**src/rtl/rot_frame_rx.sv**
```systemverilog
// rot_frame_rx: receive side of the rotate adapter read phase.
// Recovers pixel position, checks framing, sums rows and queues pixels for a valid/ready consumer.
module rot_frame_rx #(
    parameter int unsigned IMG_W      = 1024,
    parameter int unsigned IMG_H      = 1024,
    parameter int unsigned FIFO_DEPTH = 16
) (
    input  logic        clk,
    input  logic        rst_n,
    input  logic        rx_en,
    input  logic [7:0]  pix_in,
    input  logic        row_start,
    input  logic        frame_end,
    output logic [7:0]  m_data,
    output logic        m_valid,
    input  logic        m_ready,
    output logic        m_last_col,
    output logic        m_last_frame,
    output logic [17:0] row_sum,
    output logic        row_sum_valid,
    output logic        frame_done,
    output logic        frame_err,
    output logic        overflow
);
    localparam int unsigned COL_W = (IMG_W > 1) ? $clog2(IMG_W) : 1;
    localparam int unsigned ROW_W = (IMG_H > 1) ? $clog2(IMG_H) : 1;
    localparam int unsigned PTR_W = (FIFO_DEPTH > 1) ? $clog2(FIFO_DEPTH) : 1;
    localparam int unsigned CNT_W = $clog2(FIFO_DEPTH + 1);
    localparam int unsigned SUM_W = 18;
    localparam logic [COL_W-1:0] COL_LAST = COL_W'(IMG_W - 1);
    localparam logic [ROW_W-1:0] ROW_LAST = ROW_W'(IMG_H - 1);
    localparam logic [CNT_W-1:0] CNT_FULL = CNT_W'(FIFO_DEPTH);

    typedef struct packed {
        logic       last_frame;
        logic       last_col;
        logic [7:0] pixel;
    } fifo_entry_t;

    typedef enum logic [1:0] {
        ST_IDLE,
        ST_WAIT_SOF,
        ST_RECV,
        ST_DRAIN
    } state_t;

    state_t              state_q, state_d;
    logic [COL_W-1:0]    col_q, p_col;
    logic [ROW_W-1:0]    row_q, p_row, row_q_inc, p_row_inc;
    logic [SUM_W-1:0]    acc_q, acc_sum;
    logic                resync, miss_sof, acc_clr;
    logic                pos_last_col, pos_last_frame;
    logic                accept, err_set, clr_sticky, frame_done_d;

    fifo_entry_t         mem_q [FIFO_DEPTH];
    fifo_entry_t         head_q, wr_entry;
    logic [PTR_W-1:0]    wr_ptr_q, rd_ptr_q, rd_ptr_d;
    logic [CNT_W-1:0]    fifo_cnt_q, avail;
    logic                pop, full, wr_ok, drop;

    assign row_q_inc      = (row_q == ROW_LAST) ? '0 : row_q + ROW_W'(1);
    assign p_row_inc      = (p_row == ROW_LAST) ? '0 : p_row + ROW_W'(1);
    assign pos_last_col   = (p_col == COL_LAST);
    assign pos_last_frame = pos_last_col && (p_row == ROW_LAST);
    assign acc_clr        = resync || (state_q == ST_WAIT_SOF);
    assign acc_sum        = (acc_clr ? '0 : acc_q) + SUM_W'(pix_in);

    // Position of the pixel on the bus this cycle, including row_start resync.
    always_comb begin
        p_col    = col_q;
        p_row    = row_q;
        resync   = 1'b0;
        miss_sof = 1'b0;
        if (state_q == ST_WAIT_SOF) begin
            p_col = '0;
            p_row = '0;
        end else if (row_start && (col_q != '0)) begin
            resync = 1'b1;
            p_col  = '0;
            p_row  = row_q_inc;
        end else if (!row_start && (col_q == '0)) begin
            miss_sof = 1'b1;
        end
    end

    // Frame FSM: next state and control strobes.
    always_comb begin
        state_d      = state_q;
        accept       = 1'b0;
        err_set      = 1'b0;
        clr_sticky   = 1'b0;
        frame_done_d = 1'b0;
        unique case (state_q)
            ST_IDLE: begin
                if (rx_en) begin
                    state_d    = ST_WAIT_SOF;
                    clr_sticky = 1'b1;
                end
            end
            ST_WAIT_SOF: begin
                if (!rx_en) begin
                    state_d = ST_IDLE;
                end else if (row_start) begin
                    accept  = 1'b1;
                    state_d = ST_RECV;
                end
            end
            ST_RECV: begin
                accept  = rx_en;
                err_set = rx_en && (resync || miss_sof);
                if (rx_en && pos_last_frame) begin
                    state_d = ST_DRAIN;
                end else if (frame_end) begin
                    err_set = 1'b1;
                    state_d = ST_DRAIN;
                end else if (!rx_en) begin
                    state_d = ST_IDLE;
                end
            end
            ST_DRAIN: begin
                if (fifo_cnt_q == '0) begin
                    frame_done_d = 1'b1;
                    state_d      = ST_IDLE;
                end
            end
            default: state_d = ST_IDLE;
        endcase
    end

    always_ff @(posedge clk or negedge rst_n) begin
        if (!rst_n) begin
            state_q <= ST_IDLE;
        end else begin
            state_q <= state_d;
        end
    end

    // Position counters, row accumulator and status flags.
    always_ff @(posedge clk or negedge rst_n) begin
        if (!rst_n) begin
            col_q         <= '0;
            row_q         <= '0;
            acc_q         <= '0;
            row_sum       <= '0;
            row_sum_valid <= 1'b0;
            frame_done    <= 1'b0;
            frame_err     <= 1'b0;
            overflow      <= 1'b0;
        end else begin
            row_sum_valid <= 1'b0;
            frame_done    <= frame_done_d;
            if (clr_sticky) begin
                frame_err <= 1'b0;
                overflow  <= 1'b0;
            end else begin
                if (err_set) frame_err <= 1'b1;
                if (drop)    overflow  <= 1'b1;
            end
            if (accept) begin
                col_q <= pos_last_col ? '0 : p_col + COL_W'(1);
                row_q <= pos_last_col ? p_row_inc : p_row;
                if (pos_last_col) begin
                    row_sum       <= acc_sum;
                    row_sum_valid <= 1'b1;
                    acc_q         <= '0;
                end else begin
                    acc_q <= acc_sum;
                end
            end
        end
    end

    // Output FIFO; the head register only sees entries written on an earlier edge.
    assign pop      = m_valid && m_ready;
    assign full     = (fifo_cnt_q == CNT_FULL);
    assign wr_ok    = accept && (!full || pop);
    assign drop     = accept && full && !pop;
    assign avail    = fifo_cnt_q - CNT_W'(pop);
    assign rd_ptr_d = rd_ptr_q + PTR_W'(pop);
    assign wr_entry = '{last_frame: pos_last_frame, last_col: pos_last_col, pixel: pix_in};

    always_ff @(posedge clk) begin
        if (wr_ok) mem_q[wr_ptr_q] <= wr_entry;
    end

    always_ff @(posedge clk or negedge rst_n) begin
        if (!rst_n) begin
            wr_ptr_q   <= '0;
            rd_ptr_q   <= '0;
            fifo_cnt_q <= '0;
            head_q     <= '0;
            m_valid    <= 1'b0;
        end else begin
            if (wr_ok) wr_ptr_q <= wr_ptr_q + PTR_W'(1);
            rd_ptr_q <= rd_ptr_d;
            unique case ({wr_ok, pop})
                2'b10:   fifo_cnt_q <= fifo_cnt_q + CNT_W'(1);
                2'b01:   fifo_cnt_q <= fifo_cnt_q - CNT_W'(1);
                default: fifo_cnt_q <= fifo_cnt_q;
            endcase
            m_valid <= (avail != '0);
            head_q  <= (avail != '0) ? mem_q[rd_ptr_d] : '0;
        end
    end

    assign m_data       = head_q.pixel;
    assign m_last_col   = head_q.last_col;
    assign m_last_frame = head_q.last_frame;

endmodule
```
**config.mk**
```make
export PLATFORM = sky130hd
export DESIGN_NAME = rot_frame_rx
export DESIGN_NICKNAME = d
export VERILOG_FILES = /design/src/rtl/rot_frame_rx.sv
export SDC_FILE = /design/constraint.sdc
export NUM_CORES = 1
export LEC_CHECK = 0
export CORE_ASPECT_RATIO = 0.75
export CORE_MARGIN = 8
export CORE_UTILIZATION = 45
export DETAILED_ROUTE_END_ITERATION = 8
export MAX_ROUTING_LAYER = met4
export PLACE_DENSITY_LB_ADDON = 0.08
export SLEW_MARGIN = 0
export SYNTH_ARGS = -nofsm -noshare
export SYNTH_HDL_FRONTEND = slang
export SYNTH_SLANG_ARGS = --single-unit
```
**constraint.sdc**
```tcl
create_clock -name clk -period 4.7 [get_ports clk]
set_input_delay 1.175 -clock clk [delete_from_list [all_inputs] [get_ports clk]]
set_output_delay 1.175 -clock clk [all_outputs]
set_load 0.005 [all_outputs]
```
[After elaboration in Yosys (flattened, before gate mapping)]
Memories as Yosys holds them, arrays and structs flattened.
Index checks and enable logic that the tools add are counted.
Cells by class
  $add $sub $neg: 9
  multipliers: 0
  divide/modulo/power cells: 0
  order comparisons: 0
  equal/unequal tests: 13
  shifts and indexed selects: 0
  muxes and demuxes: 43
  bitwise operators: 0
  reduce and logical (&&, ||, !) cells: 25
Operator list (number)
  10-bit 2-to-1 mux: 9
  18-bit 2-to-1 mux: 2
  10-bit by 1-bit adder with 10-bit output (second input constant): 3
  10-bit == test (second input constant): 3
  1-bit 2-to-1 mux: 22
  18-bit by 8-bit adder with 18-bit output: 1
  2-bit 2-to-1 mux: 7
  10-bit zero test: 1
  5-bit case mux with 2 select lines: 1
  10-bit nonzero test: 1
  1-bit logical AND: 9
  2-bit case mux with 4 select lines: 1
  2-bit == test (second input constant): 3
  2-bit nonzero test: 3
  5-bit by 1-bit adder with 5-bit output (second input constant): 1
  5-bit == test (second input constant): 1
  5-bit zero test: 1
  5-bit nonzero test: 1
  5-bit by 1-bit subtractor with 5-bit output: 1
  5-bit by 1-bit subtractor with 5-bit output (second input constant): 1
  4-bit by 1-bit adder with 4-bit output: 1
  4-bit by 1-bit adder with 4-bit output (second input constant): 1
  2-bit by 1-bit == test with 1-bit output (second input constant): 2
  2-bit inequality test (second input constant): 2
  other kinds (8): 12
Storage, ports and cells
  flip-flop bits (word level): 86
  bits in latches: 0
  bits in writable memories: 160
  bits in read-only memories: 0
  word-level logic and storage cells: 107
  memories kept: 1
Memories
  mem_q: depth 16, bits a word 10, read ports 1, clocked after memory_dff 0, write ports 1, line 55  | fifo_entry_t mem_q [FIFO_DEPTH];

[Logic depth before layout (Yosys ltp)]
Gate-level depths: netlist of the first run.
  depth in word-level cells: 12
  depth in mapped cells: 16
  mapped depth without buffers: 15

[Worst setup path before layout of the first run]
Ideal clock, no wire load.
  path type: input-to-reg
  from: input port row_start
  to: register row_sum[16]
  setup time: 0.131 ns
  arrival time: 3.733 ns
  data required time: 4.569 ns
  setup slack: 0.836 ns
  cell stages on the path: 14
  path buffers: 1
  cell sequence: inv_1 > a31o_4 > clkbuf_1 > and3_1 > ha_1 > fa_1 > a21o_1 > a21oi_1 > o21bai_1 > a21boi_0 > nor3_2 > nand4_1 > xnor2_1 > o21ai_0
On the way
  cells in the longest elaborated chain, start to end: 6
  elaborated cells on any way between the ends: 13
Ends and longest elaborated chain
  from (decl): line 12  | input logic row_start,
  1-bit logical AND: line 77  | end else if (row_start && (col_q != '0)) begin
  1-bit 2-to-1 mux: line 77
  1-bit 2-to-1 mux: line 74  | if (state_q == ST_WAIT_SOF) begin
  1-bit logical OR: line 65  | assign acc_clr = resync || (state_q == ST_WAIT_SOF);
  18-bit 2-to-1 mux: line 66  | assign acc_sum = (acc_clr ? '0 : acc_q) + SUM_W'(pix_in);
  18-bit by 8-bit adder with 18-bit output: line 66
  to (signal assigned): line 163  | row_sum <= acc_sum;
  to (decl): line 19  | output logic [17:0] row_sum,
Parallel ways exist; a longest one is shown, timed or not.
A chain may end at the register's enable or synchronous reset.

[Worst setup path in the final report of the first run]
  from: input port row_start
  to: register row_sum[14]
The elaborated chain is that of the path after synthesis.

==> key figures, run 1 <==
Logic synthesis
  • Synthesized area per cell: approximately 14 um2
  • Top cell type's share of synthesized area: ~43%
  • Synth area leader: edfxtp_1
  • Asr flop ratio synth: between 30% and 40%
  • Net Count, Synth: slightly above 800
  • Top cells by count, synth: edfxtp_1, dfrtp_1, nand2_1
  • Syn Std Cell Area: roughly 11000 um2
  • Post-synth cell types: around 70
  • Register bit count reported by yosys: roughly 250
  • Mapped Cells: a little under 800
  • Most common flop cell mapped by yosys: edfxtp_1
  • Number of synthesized flops with an enable pin: 160
  • Sequential area share after synthesis: 62.0%
  • Most common cell in the netlist: edfxtp_1
  • Syn. warnings: 0
  • Synth top area cells: edfxtp_1, dfrtp_1, mux4_2

Timing
  • Hold Fails Final Rpt: 0
  • Worst Tran Pin Value: 857 ps
  • TNS Setup: 0 ps
  • Final Max Tran Viols: 0
  • Max Clk Rate: around 250 MHz
  • Hold_ws: approximately 470 ps
  • Clock skew: approximately 18 ps
  • RSZ-0062 raised after global routing: false
  • Worst rel slew slack: between 40% and 50%
  • Period utilisation layout: 86.1%
  • Period minus WS final: ~4000 ps
  • # setup viols final: 0

Floorplanning
  • Std-Cell Rows: 50
  • Die Y: roughly 150 um
  • Core Box Area: 24700 um2
  • Die X: just under 200 um
  • Total Die Area: a little over 30000 um2
  • Starting density of the core: 45.4%
  • I/O pins: 47

Route
  • WL met1: approximately 13000 um
  • Drt via density: approximately 5.6
  • Initial DRT Pass Iterations: 5
  • Residual DRC: 0
  • Antenna viol nets, final: 0
  • DR WL/cell: between 20 and 25 um
  • Uppermost routed layer: met4
  • Vias: about 6900
  • DRT Wirelength: 25600 um
  • Initial drt markers: 533
  • Met2 routed WL: ~11000 um
  • WL met3: just under 1000 um

Critical path
  • Max FO, Critical Path: 9
  • Max stage delay on crit path: 540 ps
  • Critical Path End Type: flop
  • Critical path's slowest cell: clkdlybuf4s50_1
  • CP Launch Type: primary input
  • Crit-path cells: clkdlybuf4s50_1 > inv_1 > a31o_4 > and3_1 > ha_1 > fa_1 > a21o_1 > a21oi_1 > o21bai_1 > a21boi_0 > nor3_2 > nand3_1 > xor2_1 > o21ai_0
  • WP data arrival: roughly 4500 ps
  • CP bufs+invs: 2
  • WS Path Type: in2reg
  • Crit path max-delay family: compound AO/OA/AOI/OAI gates
  • Worst EP required: 5110 ps

Clock tree
  • CTS Sinks: 246
  • Postcts setup bufs: 0
  • Post-CTS sizing: 0
  • Clock buffer count from CTS: 26
  • CTS root buffer: clkbuf_16
  • Clk_lat worst skew: between 500 and 600 ps
  • Post-CTS Hold Buffers: 0
  • CTS max path bufs: 3
  • H-tree lvl count: 1
  • Clock transition at path regs: about 60 ps
  • CTS tree: built

Global route
  • Vias in the first global route: about 7000
  • Total GRT Usage: between 15 and 20%
  • Global route overflow: 0
  • Antenna violations before repair: 0
  • Largest net degree at the start of global routing: 64
  • First-pass GRT wire length: roughly 40000 um

Power and ir drop
  • Seq pwr share: 36.2%
  • Sw power: 2.42 mW
  • Clk network pwr share: 26.6%
  • Pwr dens: roughly 570 nW/um2
  • Total power: 7.43 mW
  • Max rail drop VDD: around 0.56 mV
  • P_leak: a little under 5 nW
  • Sw Share: roughly a third
  • Internal Pwr Total: around 5 mW
  • Comb power frac: a little under two fifths

Cells and area
  • Area growth from synthesis to layout: 17.0%
  • Layout Nets: 913
  • Share of layout cells above drive strength 1: ~18%
  • Number of diodes: 0

Placement
  • RD Place Congestion: approximately 0.84
  • PortBufs: between 40 and 50
  • Post-DP HPWL: 17200 um

Run status
  • Status: completed

Job
  • Max-cap violations: 0

Min path
  • Min-Delay Path Class: reg2reg
==> registers in the layout, indices dropped and copies added, names as in the netlist, 5 cells and up <==
register and flops:
fifo_cnt_q 5, col_q 10, acc_q 18, row_sum 18
mem_q 160, row_q 10, m_data 8
==> tightest hold or removal path: cells and delay by family, from the launching register on <==
kind | cells | cell delay (ps)
flip-flops | 1 | 340
AND/OR/NAND/NOR | 1 | 50
AO/OA/AOI/OAI | 1 | 50
==> worst paths after layout <==
kind / startpoint / endpoint / slack [ps] / depth (start not counted)
setup reg to reg: state_q[1] / row_sum[14] / 970 / 15
max in group asynchronous: rst_n / acc_q[8] / 3060 / 2
hold reg to reg: acc_q[7] / acc_q[7] / 470 / 2
min in group asynchronous: rst_n / m_last_col / 750 / 1
hold / removal: acc_q[7] / acc_q[7] / 470 / 2
setup / recovery: row_start / row_sum[14] / 650 / 14
==> layout by cell type, fill, tap and decap left out, drive strengths merged, types with 3 or more instances in the layout <==
master         synthesis  routed
a21o                   6       6
a21oi                 29      29
a22o                   4       4
a31oi                  9       9
and2                  18      18
and3                  22      22
and4                   3       3
buf                   10      42
clkbuf                23      30
clkdlybuf4s50          0      45
clkinv                 1      15
dfrtp                 86      86
edfxtp               160     160
ha                    26      26
inv                   30      31
mux2                   4       4
mux4                  50      50
nand2                 82      82
nand3                 22      22
nand3b                 3       3
nand4                 11      11
nor2                  24      24
nor3                  17      17
nor3b                  3       3
nor4                   7       7
o21ai                 52      52
o21bai                 3       3
o31ai                 12      12
or3                    6       6
xnor2                 20      20
xor2                  13      13
==> per-stage QoR <==
| step | instances | setup slack [ps] | utilization, % | area, um2 |
|---|---|---|---|---|
| global placement | 1181 | 192 | 49.8 | 12300 |
| CTS | 1228 | 689 | 53.1 | 13100 |
| finish | 1228 | 654 | 53.1 | 13100 |
| global route | 1228 | 431 | 53.1 | 13100 |
| floorplan | 789 | 836 | - | 11200 |
| detailed placement | 1181 | 133 | 49.8 | 12300 |
==> power by group through the flow <==
stage | logic [mW] | registers [mW] | clock network (mW)
5_1_grt | 3.02 | 2.72 | 2.12
3_3_place_gp | 2.75 | 2.72 | 0
3_5_place_dp | 2.79 | 2.73 | 0
6_report | 2.76 | 2.69 | 1.98
4_1_cts | 2.80 | 2.69 | 2.02
2_1_floorplan | 1.94 | 2.69 | 0
==> logic make-up (layout without fill, tap and decap cells) <==
kind of cell    count (synthesis)  after routing  synth area share, %
flops                         246            246                 62.0
simple gates                  224            224                 11.0
compound gates                138            138                 8.31
buf+inv                        64            165                 2.25
mux                            56             56                 10.6
xor+xnor                       33             33                 2.58
fa+ha+maj                      28             28                 3.26
==> area by class of cell <==
class	count	area (um2)
multi-input combinational	479	4020
timing repair buffer	87	791
clock inverter	17	156
tap	338	423
clock buffer	30	666
sequential	246	6960
inverter	31	116
fill	2056	11600
==> routing by layer <==
| layer | vias up | global-route usage [%] |
|---|---|---|
| li1 | 3163 | - |
| met1 | 3533 | 26.2 |
| met2 | 139 | 25.8 |
| met3 | 30 | 2.71 |
| met4 | 0 | 3.23 |
| met5 | - | - |
No activity file was read; power rests on OpenSTA's default activity.
==> run 2, diff against run 1 <==
Settings changed: CTS_BUF_LIST from default to sky130_fd_sc_hd__clkbuf_8, MAX_ROUTING_LAYER met4 to default, TNS_END_PERCENT from default to 5.
==> run 2 against run 1 <==
Sequential power about the same. Utilization shrank 0.33 points. Cell count grew 2.2%. Power is 3.5% lower. Cell area fell by 0.62%. Via count increased by 1.1%. Non-clock buffer count did not move. Fmax fell by 0.52%. Critical endpoint unchanged. Largest power group unchanged. Highest routed layer unchanged.
==> key figures, run 2 (same netlist as run 1, synthesis figures left out) <==
Clock tree
  • CTS max path bufs: 3 (unchanged)
  • Clk_lat worst skew: 530 ps (about the same)
  • H-tree lvl count: 2 (+1)
  • CTS root buffer: clkbuf_8
  • CTS tree: built
  • Clock transition at path regs: 60 ps (about the same)
  • Post-CTS Hold Buffers: 0 (unchanged)
  • Post-CTS sizing: 0 (unchanged)
  • CTS Sinks: 246 (unchanged)
  • Clock buffer count from CTS: 41 (+58%)
  • Postcts setup bufs: 0 (unchanged)

Route
  • Uppermost routed layer: met4
  • Drt via density: 5.53 (-1.1%)
  • WL met1: 12800 um (+0.18%)
  • Antenna viol nets, final: 0 (unchanged)
  • DRT Wirelength: 25800 um (+0.86%)
  • Residual DRC: 0 (unchanged)
  • Initial DRT Pass Iterations: 5 (unchanged)
  • Met2 routed WL: 11500 um (+0.59%)
  • WL met3: 1170 um (+21%)
  • DR WL/cell: 20.5 um (-1.3%)
  • Initial drt markers: 454 (-15%)
  • Vias: 6938 (+1.1%)

Timing
  • Period utilisation layout: 86.5% (+0.45 points)
  • Clock skew: 14.9 ps (-3.01 ps)
  • Final worst slack: 633 ps (-21.1 ps)
  • # setup viols final: 0 (unchanged)
  • RSZ-0062 raised after global routing: false
  • Final Max Tran Viols: 0 (unchanged)
  • TNS Setup: 0 ps (unchanged)
  • Hold Fails Final Rpt: 0 (unchanged)
  • Max Clk Rate: 246 MHz (-0.52%)
  • Worst rel slew slack: 42.9% (+0.084 points)
  • Period minus WS final: 4070 ps (+21.1 ps)
  • Worst Tran Pin Value: 856 ps (-1.26 ps)

Global route
  • Vias in the first global route: 7197 (+2.3%)
  • Antenna violations before repair: 0 (unchanged)
  • Global route overflow: 0 (unchanged)
  • First-pass GRT wire length: 41400 um (+0.65%)
  • Total GRT Usage: 17.4% (-0.28 points)
  • Largest net degree at the start of global routing: 64 (unchanged)

Min path
  • Min-Delay Path Class: reg2reg
  • Hold EP: acc_q[7]
  • Hold_sp: acc_q[7]
  • Min-Delay Path Depth: 2 (unchanged)

Cells and area
  • Number of diodes: 0 (unchanged)
  • Regs by FF count: mem_q: 160 flops, acc_q: 18 flops, row_sum: 18 flops
  • Area growth from synthesis to layout: 16.3%
  • Most flops, register: mem_q
  • Final non-filler cell total: 1255 (+2.2%)
  • Most common cell after layout, fill and taps aside: edfxtp_1
  • Max reg flops: 160 (unchanged)
  • Share of layout cells above drive strength 1: 18.6% (+0.89 points)
  • Number of fill cells: 2087 (+1.5%)
  • Layout Nets: 928 (+1.6%)
  • Final core utilization: 52.8% (-0.33 points)
  • Commonest non-fill, non-tap cells in the layout: edfxtp_1, dfrtp_1, nand2_1, inv_1, o21ai_0

Floorplanning
  • Total Die Area: 30300 um2 (unchanged)
  • Core Box Area: 24700 um2 (unchanged)
  • I/O pins: 47 (unchanged)
  • Std-Cell Rows: 50 (unchanged)
  • Starting density of the core: 45.4% (unchanged)
  • Die Y: 153 um (unchanged)
  • Die X: 198 um (unchanged)

Power and ir drop
  • Total power: 7.17 mW (-3.5%)
  • Pwr dens: 550 nW/um2 (-2.9%)
  • P_leak: 4.96 nW (+1.2%)
  • Max rail drop VDD: 0.450 mV (-19%)

Critical path
  • Critical Path End Type: flop
  • Max FO, Critical Path: 9 (unchanged)
  • WP data arrival: 4450 ps (about the same)
  • FF-to-FF path depth: 15 (unchanged)
  • Worst reg2reg setup slack: 970 ps (about the same)
  • R2r endpoint: row_sum[14]
  • Worst EP required: 5090 ps (-20 ps)
  • Critical R2R Launch: state_q[1]
  • WS Path Type: in2reg
  • CP Launch Type: primary input

Placement
  • RD Place Congestion: 0.828 (-1.5%)
  • Post-DP HPWL: 17200 um (unchanged)
  • PortBufs: 46 (unchanged)
  • Placed insts: 1181 (unchanged)
  • Worst slack at placement: 133 ps (unchanged)

Job
  • Max-cap violations: 0 (unchanged)

Run status
  • Status: completed
[run 2: final cells by class]
class                   count  area [um2]  area share [%]
flip-flops and latches    246        6960            53.3
well taps                 338         423            3.24
clock buffers              45         619            4.75
multi-input cells         479        4020            30.8
inverters                  31         116           0.892
repair buffers             87         791            6.06
clock inverters            29         121           0.931
[run 2: metrics by stage]
stage               hold WS [ps]  area (um2)
finish                       473       13000
global route                 500       13000
CTS                          478       13000
detailed placement           463       12300
global placement             460       12300
floorplan                    441       11200
[run 2: worst max-delay path by stage]
stage                         start     endpoint  cells after the start
after floorplan           row_start  row_sum[16]                     14
after global placement    row_start     acc_q[8]                     14
after detailed placement  row_start    acc_q[16]                     14
after CTS                 row_start  row_sum[14]                     14
after global routing      row_start  row_sum[14]                     14
final                     row_start  row_sum[14]                     14
[run 2: layer usage]
layer  vias up  global-route usage (%)
li1       3208                       -
met1      3535                    26.3
met2       158                    25.8
met3        37                    3.31
met4         0                    3.94
met5         -                       0
[run 2: worst max-delay path, cell delays in order]
cell,delay [ps]
clkdlybuf4s50_1,540
inv_1,150
a31o_4,270
and3_1,190
ha_1,200
fa_1,410
a21o_1,180
a21oi_1,210
o21bai_1,100
a21boi_0,440
nor3_2,170
nand3_1,150
xor2_1,150
o21ai_0,90
[run 2: where the power goes]
group | switching (mW) | internal [mW] | total [mW]
clock network | 0.830 | 0.878 | 1.71
registers | 0.160 | 2.53 | 2.69
logic | 1.42 | 1.35 | 2.77
